<file path="src/rtl/reconf_dsp_seq_pkg.sv">
// Shared definitions for the reconf_dsp_seq microcode sequencer:
// control-word bit offsets, word-width helper and FSM encodings.
package reconf_dsp_seq_pkg;

  localparam int PA_L    = 0;
  localparam int PD_L    = 1;
  localparam int PC_L    = 2;
  localparam int PI_R    = 3;
  localparam int PP_L    = 4;
  localparam int OMUX    = 5;
  localparam int LOOP    = 6;
  localparam int HALT    = 7;
  localparam int CMD_LSB = 8;

  typedef enum logic {
    IDLE = 1'b0,
    RUN  = 1'b1
  } state_t;

  function automatic int insn_width(input int cmd_w, input int pa_w,
                                    input int pd_w, input int pf_w);
    return 8 + cmd_w + pa_w + pd_w + pf_w;
  endfunction

endpackage

</file>
<file path="src/rtl/reconf_dsp_seq_ram.sv">
// Program store: synchronous write, asynchronous read, no reset so the
// program survives a sequencer reset.
module reconf_dsp_seq_ram #(
  parameter int ADDR_W = 6,
  parameter int DATA_W = 26
) (
  input  logic              clk,
  input  logic              we,
  input  logic [ADDR_W-1:0] waddr,
  input  logic [DATA_W-1:0] wdata,
  input  logic [ADDR_W-1:0] raddr,
  output logic [DATA_W-1:0] rdata
);

  logic [DATA_W-1:0] mem [2**ADDR_W];

  always_ff @(posedge clk) begin
    if (we) mem[waddr] <= wdata;
  end

  assign rdata = mem[raddr];

endmodule

</file>
<file path="src/rtl/reconf_dsp_seq.sv">
// Microcode sequencer driving the exe_* bus of a reconf_dsp_elem stage:
// issues one control word per accepted cycle with loop, halt and stop.
module reconf_dsp_seq
  import reconf_dsp_seq_pkg::*;
#(
  parameter int PROG_BITS    = 6,
  parameter int FIFO_PA_BITS = 5,
  parameter int FIFO_PD_BITS = 5,
  parameter int FIFO_PF_BITS = 5,
  parameter int CMD_WIDTH    = 3,
  parameter int ITER_BITS    = 16,
  localparam int INSN_WIDTH  = insn_width(CMD_WIDTH, FIFO_PA_BITS,
                                          FIFO_PD_BITS, FIFO_PF_BITS)
) (
  input  logic                    clk,
  input  logic                    rst,
  input  logic                    cfg_we,
  input  logic [PROG_BITS-1:0]    cfg_addr,
  input  logic [INSN_WIDTH-1:0]   cfg_data,
  input  logic [PROG_BITS-1:0]    cfg_loop_start,
  input  logic                    ctl_start,
  input  logic                    ctl_stop,
  output logic [FIFO_PA_BITS-1:0] exe_faa,
  output logic [FIFO_PD_BITS-1:0] exe_fad,
  output logic [FIFO_PF_BITS-1:0] exe_fac,
  output logic                    exe_pa_l,
  output logic                    exe_pd_l,
  output logic                    exe_pc_l,
  output logic                    exe_pi_r,
  output logic                    exe_pp_l,
  output logic [CMD_WIDTH-1:0]    exe_cmd,
  output logic                    exe_cfg_omux,
  input  logic                    exe_ready,
  output logic                    st_busy,
  output logic [PROG_BITS-1:0]    st_pc,
  output logic [ITER_BITS-1:0]    st_iter,
  output logic                    st_cfg_err
);

  localparam int FAA_LSB = CMD_LSB + CMD_WIDTH;
  localparam int FAD_LSB = FAA_LSB + FIFO_PA_BITS;
  localparam int FAC_LSB = FAD_LSB + FIFO_PD_BITS;

  state_t                state_q, state_d;
  logic [INSN_WIDTH-1:0] ir_q, ir_d;
  logic [PROG_BITS-1:0]  pc_q, pc_d;
  logic [ITER_BITS-1:0]  iter_q, iter_d;
  logic                  stop_q, stop_d;
  logic                  err_q;

  logic                  wr_en;
  logic [PROG_BITS-1:0]  next_addr, rd_addr;
  logic [INSN_WIDTH-1:0] rd_word, start_word;
  logic [ITER_BITS-1:0]  iter_inc;
  logic                  ir_v;

  assign ir_v      = (state_q == RUN);
  assign wr_en     = cfg_we && (state_q == IDLE);
  assign next_addr = ir_q[LOOP] ? cfg_loop_start : pc_q + PROG_BITS'(1);
  assign rd_addr   = ir_v ? next_addr : '0;
  // Same-cycle write + start: word 0 must reflect the write landing first.
  assign start_word = (wr_en && cfg_addr == '0) ? cfg_data : rd_word;
  assign iter_inc   = (iter_q == '1) ? iter_q : iter_q + ITER_BITS'(1);

  reconf_dsp_seq_ram #(
    .ADDR_W (PROG_BITS),
    .DATA_W (INSN_WIDTH)
  ) u_ram (
    .clk   (clk),
    .we    (wr_en),
    .waddr (cfg_addr),
    .wdata (cfg_data),
    .raddr (rd_addr),
    .rdata (rd_word)
  );

  always_comb begin
    state_d = state_q;
    ir_d    = ir_q;
    pc_d    = pc_q;
    iter_d  = iter_q;
    stop_d  = stop_q;
    case (state_q)
      IDLE: begin
        if (ctl_start) begin
          ir_d    = start_word;
          pc_d    = '0;
          iter_d  = '0;
          stop_d  = 1'b0;
          state_d = RUN;
        end
      end
      RUN: begin
        if (ctl_stop) stop_d = 1'b1;
        if (exe_ready) begin
          if (ir_q[HALT]) begin
            state_d = IDLE;
          end else if (ir_q[LOOP] && (stop_q || ctl_stop)) begin
            iter_d  = iter_inc;
            state_d = IDLE;
          end else begin
            if (ir_q[LOOP]) iter_d = iter_inc;
            pc_d = next_addr;
            ir_d = rd_word;
          end
        end
      end
      default: state_d = IDLE;
    endcase
  end

  always_ff @(posedge clk) begin
    if (rst) begin
      state_q <= IDLE;
      ir_q    <= '0;
      pc_q    <= '0;
      iter_q  <= '0;
      stop_q  <= 1'b0;
      err_q   <= 1'b0;
    end else begin
      state_q <= state_d;
      ir_q    <= ir_d;
      pc_q    <= pc_d;
      iter_q  <= iter_d;
      stop_q  <= stop_d;
      if (cfg_we && ir_v) err_q <= 1'b1;
    end
  end

  assign exe_pa_l     = ir_q[PA_L] & ir_v;
  assign exe_pd_l     = ir_q[PD_L] & ir_v;
  assign exe_pc_l     = ir_q[PC_L] & ir_v;
  assign exe_pi_r     = ir_q[PI_R] & ir_v;
  assign exe_pp_l     = ir_q[PP_L] & ir_v;
  assign exe_cfg_omux = ir_q[OMUX];
  assign exe_cmd      = ir_q[CMD_LSB +: CMD_WIDTH];
  assign exe_faa      = ir_q[FAA_LSB +: FIFO_PA_BITS];
  assign exe_fad      = ir_q[FAD_LSB +: FIFO_PD_BITS];
  assign exe_fac      = ir_q[FAC_LSB +: FIFO_PF_BITS];
  assign st_busy      = ir_v;
  assign st_pc        = pc_q;
  assign st_iter      = iter_q;
  assign st_cfg_err   = err_q;

endmodule

</file>
<file path="config.mk">
export PLATFORM = sky130hd
export DESIGN_NAME = reconf_dsp_seq
export DESIGN_NICKNAME = d
export VERILOG_FILES = /design/src/rtl/reconf_dsp_seq_pkg.sv /design/src/rtl/reconf_dsp_seq_ram.sv /design/src/rtl/reconf_dsp_seq.sv
export SDC_FILE = /design/constraint.sdc
export NUM_CORES = 2
export LEC_CHECK = 0
export ABC_AREA = 1
export BUFFER_PORTS_ARGS = -buffer_cell sky130_fd_sc_hd__buf_2
export CORE_UTILIZATION = 61
export DETAILED_ROUTE_END_ITERATION = 8
export PLACE_DENSITY_LB_ADDON = 0.05
export SYNTH_ARGS = -nofsm -noshare
export SYNTH_HDL_FRONTEND = slang
export SYNTH_SLANG_ARGS = --single-unit
</file>
<file path="constraint.sdc">
create_clock -name clk -period 5.7 [get_ports clk]
set_input_delay 0.285 -clock clk [delete_from_list [all_inputs] [get_ports clk]]
set_output_delay 0.285 -clock clk [all_outputs]
set_load 0.005 [all_outputs]
</file>
==> impl_metrics.yaml <==
status:
  failed_checks: "design-rule violations"
  result_of_the_run: "finished, violations left"
detailed_routing:
  drtIter0Drc: 7130
  viasPerCell: 6.614
  route.final.wire_length_mm: 211.7
  drt.antenna.violating_nets: 0
  drt_drc_violations_left: 4
  vias: 49950
  firstDrtPassIters: 9
  routedWlPerCell_um: 28.03
floorplanning:
  initial_utilization: 0.6171
  floorplan.die.height_um: 342.6
  die_area_mm2: 0.1174
  design.portCount: 92
  width_of_the_die_um: 342.6
  rows: 124
  core-area_mm2: 0.1147
worst_hold_path:
  timing.hold.worst.class: "input port to flop"
  hold_path.startpoint: "cfg_data[15]"
timing:
  timing_max_transition_violations_final: 0
  setup_repair_after_global_routing_missed_its_margin: "no"
  fin_hold_ws_ns: 0.05063
  timing.slew.headroom: 0.06769
  final_number_of_setup_violating_endpoints: 0
  clock_skew_ns: 0.02532
  final_period_minus_worst_setup_slack_ns: 4.103
  final_min_period_over_clock_period: 0.7198
  clock.fmax_mhz: 243.7
  worst_slew_pin_slew_ns: 1.395
  hold_viol_final: 0
  fin_tns_setup_ns: 0
power_and_ir_drop:
  cellPowerDensity_mw_per_mm2: 364.4
  ir_worst_vdd_uv: 311.2
  cellLeakagePower_nw: 26.94
  fin_total_pwr_mw: 28.48
worst_setup_path:
  timing.reg2reg.setup_slack_ns: 1.60
  arrival_ns: 4.71
  timing.rr.end: "ir_q[1]"
  origin_of_the_worst_setup_path: "st_busy"
  critical_path.endpoint: "ir_q[1]"
  worst-path-max-fanout: 46
  regToRegStartpoint: "st_busy"
  startpoint_type: "flop"
  worst_setup_path_end_kind: "flop"
  worstSetupPathType: "flop to flop"
  timing.reg2reg.worst_path_depth: 13
  critical_path_required_ns: 6.30
placed_design:
  finalWeightedCongestion: 0.9151
  post-dp-hpwl_mm: 106.3
  portBuffers: 91
  place_inst: 7228
finish:
  num-nets-final: 5940
  post-route-util: 0.6816
  syn_to_final_growth_pct: 10.44
  stdcell_count: 7552
  share_of_post_route_cells_with_drive_strength_above_1: 0.09044
yosys:
  synth_ff_type: "edfxtp_1"
  register_area_share_after_synthesis: 0.7206
  syn-instance-count: 5977
  ys_warn_count: 0
  synth_edf_count: 1664
  post_synth_instance_area_mm2: 0.07076
  yosys_register_bits: 1715
  synthArstFlopShare: 0
  synth.avg_cell_area_um2: 11.84
  synthDistinctLibCells: 31
  synth_nets: 6023
global_route:
  antenna_violations_before_repair: 12
  grtUsageTotal: 0.3578
  first_global_vias: 46680
  grt.overflow.total: 0
  grt_start_max_net_pins: 182
  first_pass_grt_wire_length_mm: 307.2
clock_tree:
  clk_sink_count: 1715
  clock_path_buffers: 3
  cts_tree: "done"
  cts_inserted_buffers: 171
  clk_root_buffer_cell: "clkbuf_16"
  clock_slew_at_reported_path_ffs_ns: 0.06
  clock_tree.htree_level_count: 4
  postCtsResizedCells: 0
  clk-insertion-delay-late_ns: 0.78
flow_run:
  cap_viol_max_count: 0
==> critical path, stage by stage, from the launching register on <==
cell and delay (ns):
dfxtp_4 0.80, inv_2 0.38, nor3_4 0.37, buf_12 0.25, buf_4 0.56, nand3_1 0.19, nand3_1 0.12, nand3_1 0.12
nand3_1 0.30, nand3_1 0.39, nand2_1 0.18, nand2_1 0.06, nand2_1 0.05, a21oi_1 0.06
==> worst min path at each step <==
stage	to	cells past startpoint
floorplan	u_ram.mem[0][0]	0
global placement	st_cfg_err	2
detailed placement	st_cfg_err	2
CTS	u_ram.mem[18][15]	1
global route	u_ram.mem[18][15]	1
finish	u_ram.mem[18][15]	1
==> flip-flops by register name, summed over array words and instances (netlist names) <==
name / flops
st_iter: 16
st_cfg_err: 1
st_busy: 1
ir_q: 26
st_pc: 6
u_ram.mem: 1664
stop_q: 1
==> stage by stage <==
stage | worst slack, ns | cell area, um^2
floorplan | 1.620 | 70760
global placement | 1.750 | 72710
detailed placement | 1.706 | 72710
CTS | 1.667 | 78140
global route | 1.306 | 78140
finish | 1.597 | 78150
==> Yosys cell counts, types with 2 or more instances <==
master,count,area share
clkinv_1,2,0.00011
nor3_1,6,0.00042
nand2_1,1403,0.074
nand4_1,437,0.039
clkbuf_1,224,0.012
nor4_1,7,0.00062
xor2_1,5,0.00062
buf_2,196,0.014
buf_6,2,0.00032
dfxtp_1,51,0.014
inv_2,5,0.00027
edfxtp_1,1664,0.71
ha_1,2,0.00035
a21oi_1,73,0.0052
inv_1,37,0.0020
xnor2_1,2,0.00025
nor2_1,94,0.0050
o21ai_0,41,0.0029
buf_4,27,0.0029
o21ai_1,3,0.00021
nand3_1,1639,0.12
buf_1,47,0.0025
nor2_2,2,0.00018
==> cell usage in the layout (no fill, tap or decap), drive strengths merged <==
cell type,synthesis,routed
xnor2,2,2
a31oi,1,1
nor4,7,7
o211ai,1,1
nor3,7,7
inv,42,47
and2,1,1
o221a,1,1
diode,0,3
nor2,96,96
dlygate4sd3,0,5
nand3b,1,1
edfxtp,1664,1664
buf,272,235
clkinvlp,0,5
nand3,1640,1640
a21oi,73,73
xor2,5,5
bufinv,0,10
clkinv,2,59
nand4,437,437
o21ai,44,44
clkbuf,224,239
ha,2,2
nand2,1404,1404
dfxtp,51,51
==> per-layer routing <==
layer	track usage	up-vias	wire length (um)
met2	0.5382	3106	97160
li1	-	21830	-
met1	0.4962	24510	79400
met5	0	-	40
met4	0.1865	6	11050
met3	0.07607	499	24070
==> logic make-up (layout without fill, tap and decap cells) <==
logic type / Yosys count / after routing / synth area share
AO/OA/AOI/OAI: 120 / 120 / 0.008629
other: 0 / 3 / 0
buffers and inverters: 540 / 600 / 0.03376
flip-flops: 1715 / 1715 / 0.7206
adder cells (fa/ha/maj): 2 / 2 / 0.0003536
AND/OR/NAND/NOR: 3593 / 3593 / 0.2358
XOR/XNOR: 7 / 7 / 0.0008665
==> layout make-up <==
type,count,area (um^2)
fill,8296,36510
clock buffer,239,4721
antenna,3,7.507
clock inverter,77,659.4
sequential,1715,50990
inverter,44,182.7
timing repair buffer,240,1937
tap,1512,1892
multi-input combinational,3722,17750
==> timing repair <==
action	CTS	global route
endpoints found under the hold margin	5	0
hold buffers	5	0
buffers inserted	0	0
==> power by group <==
group | switching [mW] | internal [mW] | total, mW | leakage [nW]
Combinational | 2.72 | 0.894 | 3.62 | 8.95
Clock | 4.66 | 6.23 | 10.9 | 2.61
Sequential | 0.0785 | 13.9 | 14.0 | 15.4
Total | 7.46 | 21.0 | 28.5 | 26.9
Power figures use the tool's default switching activity.
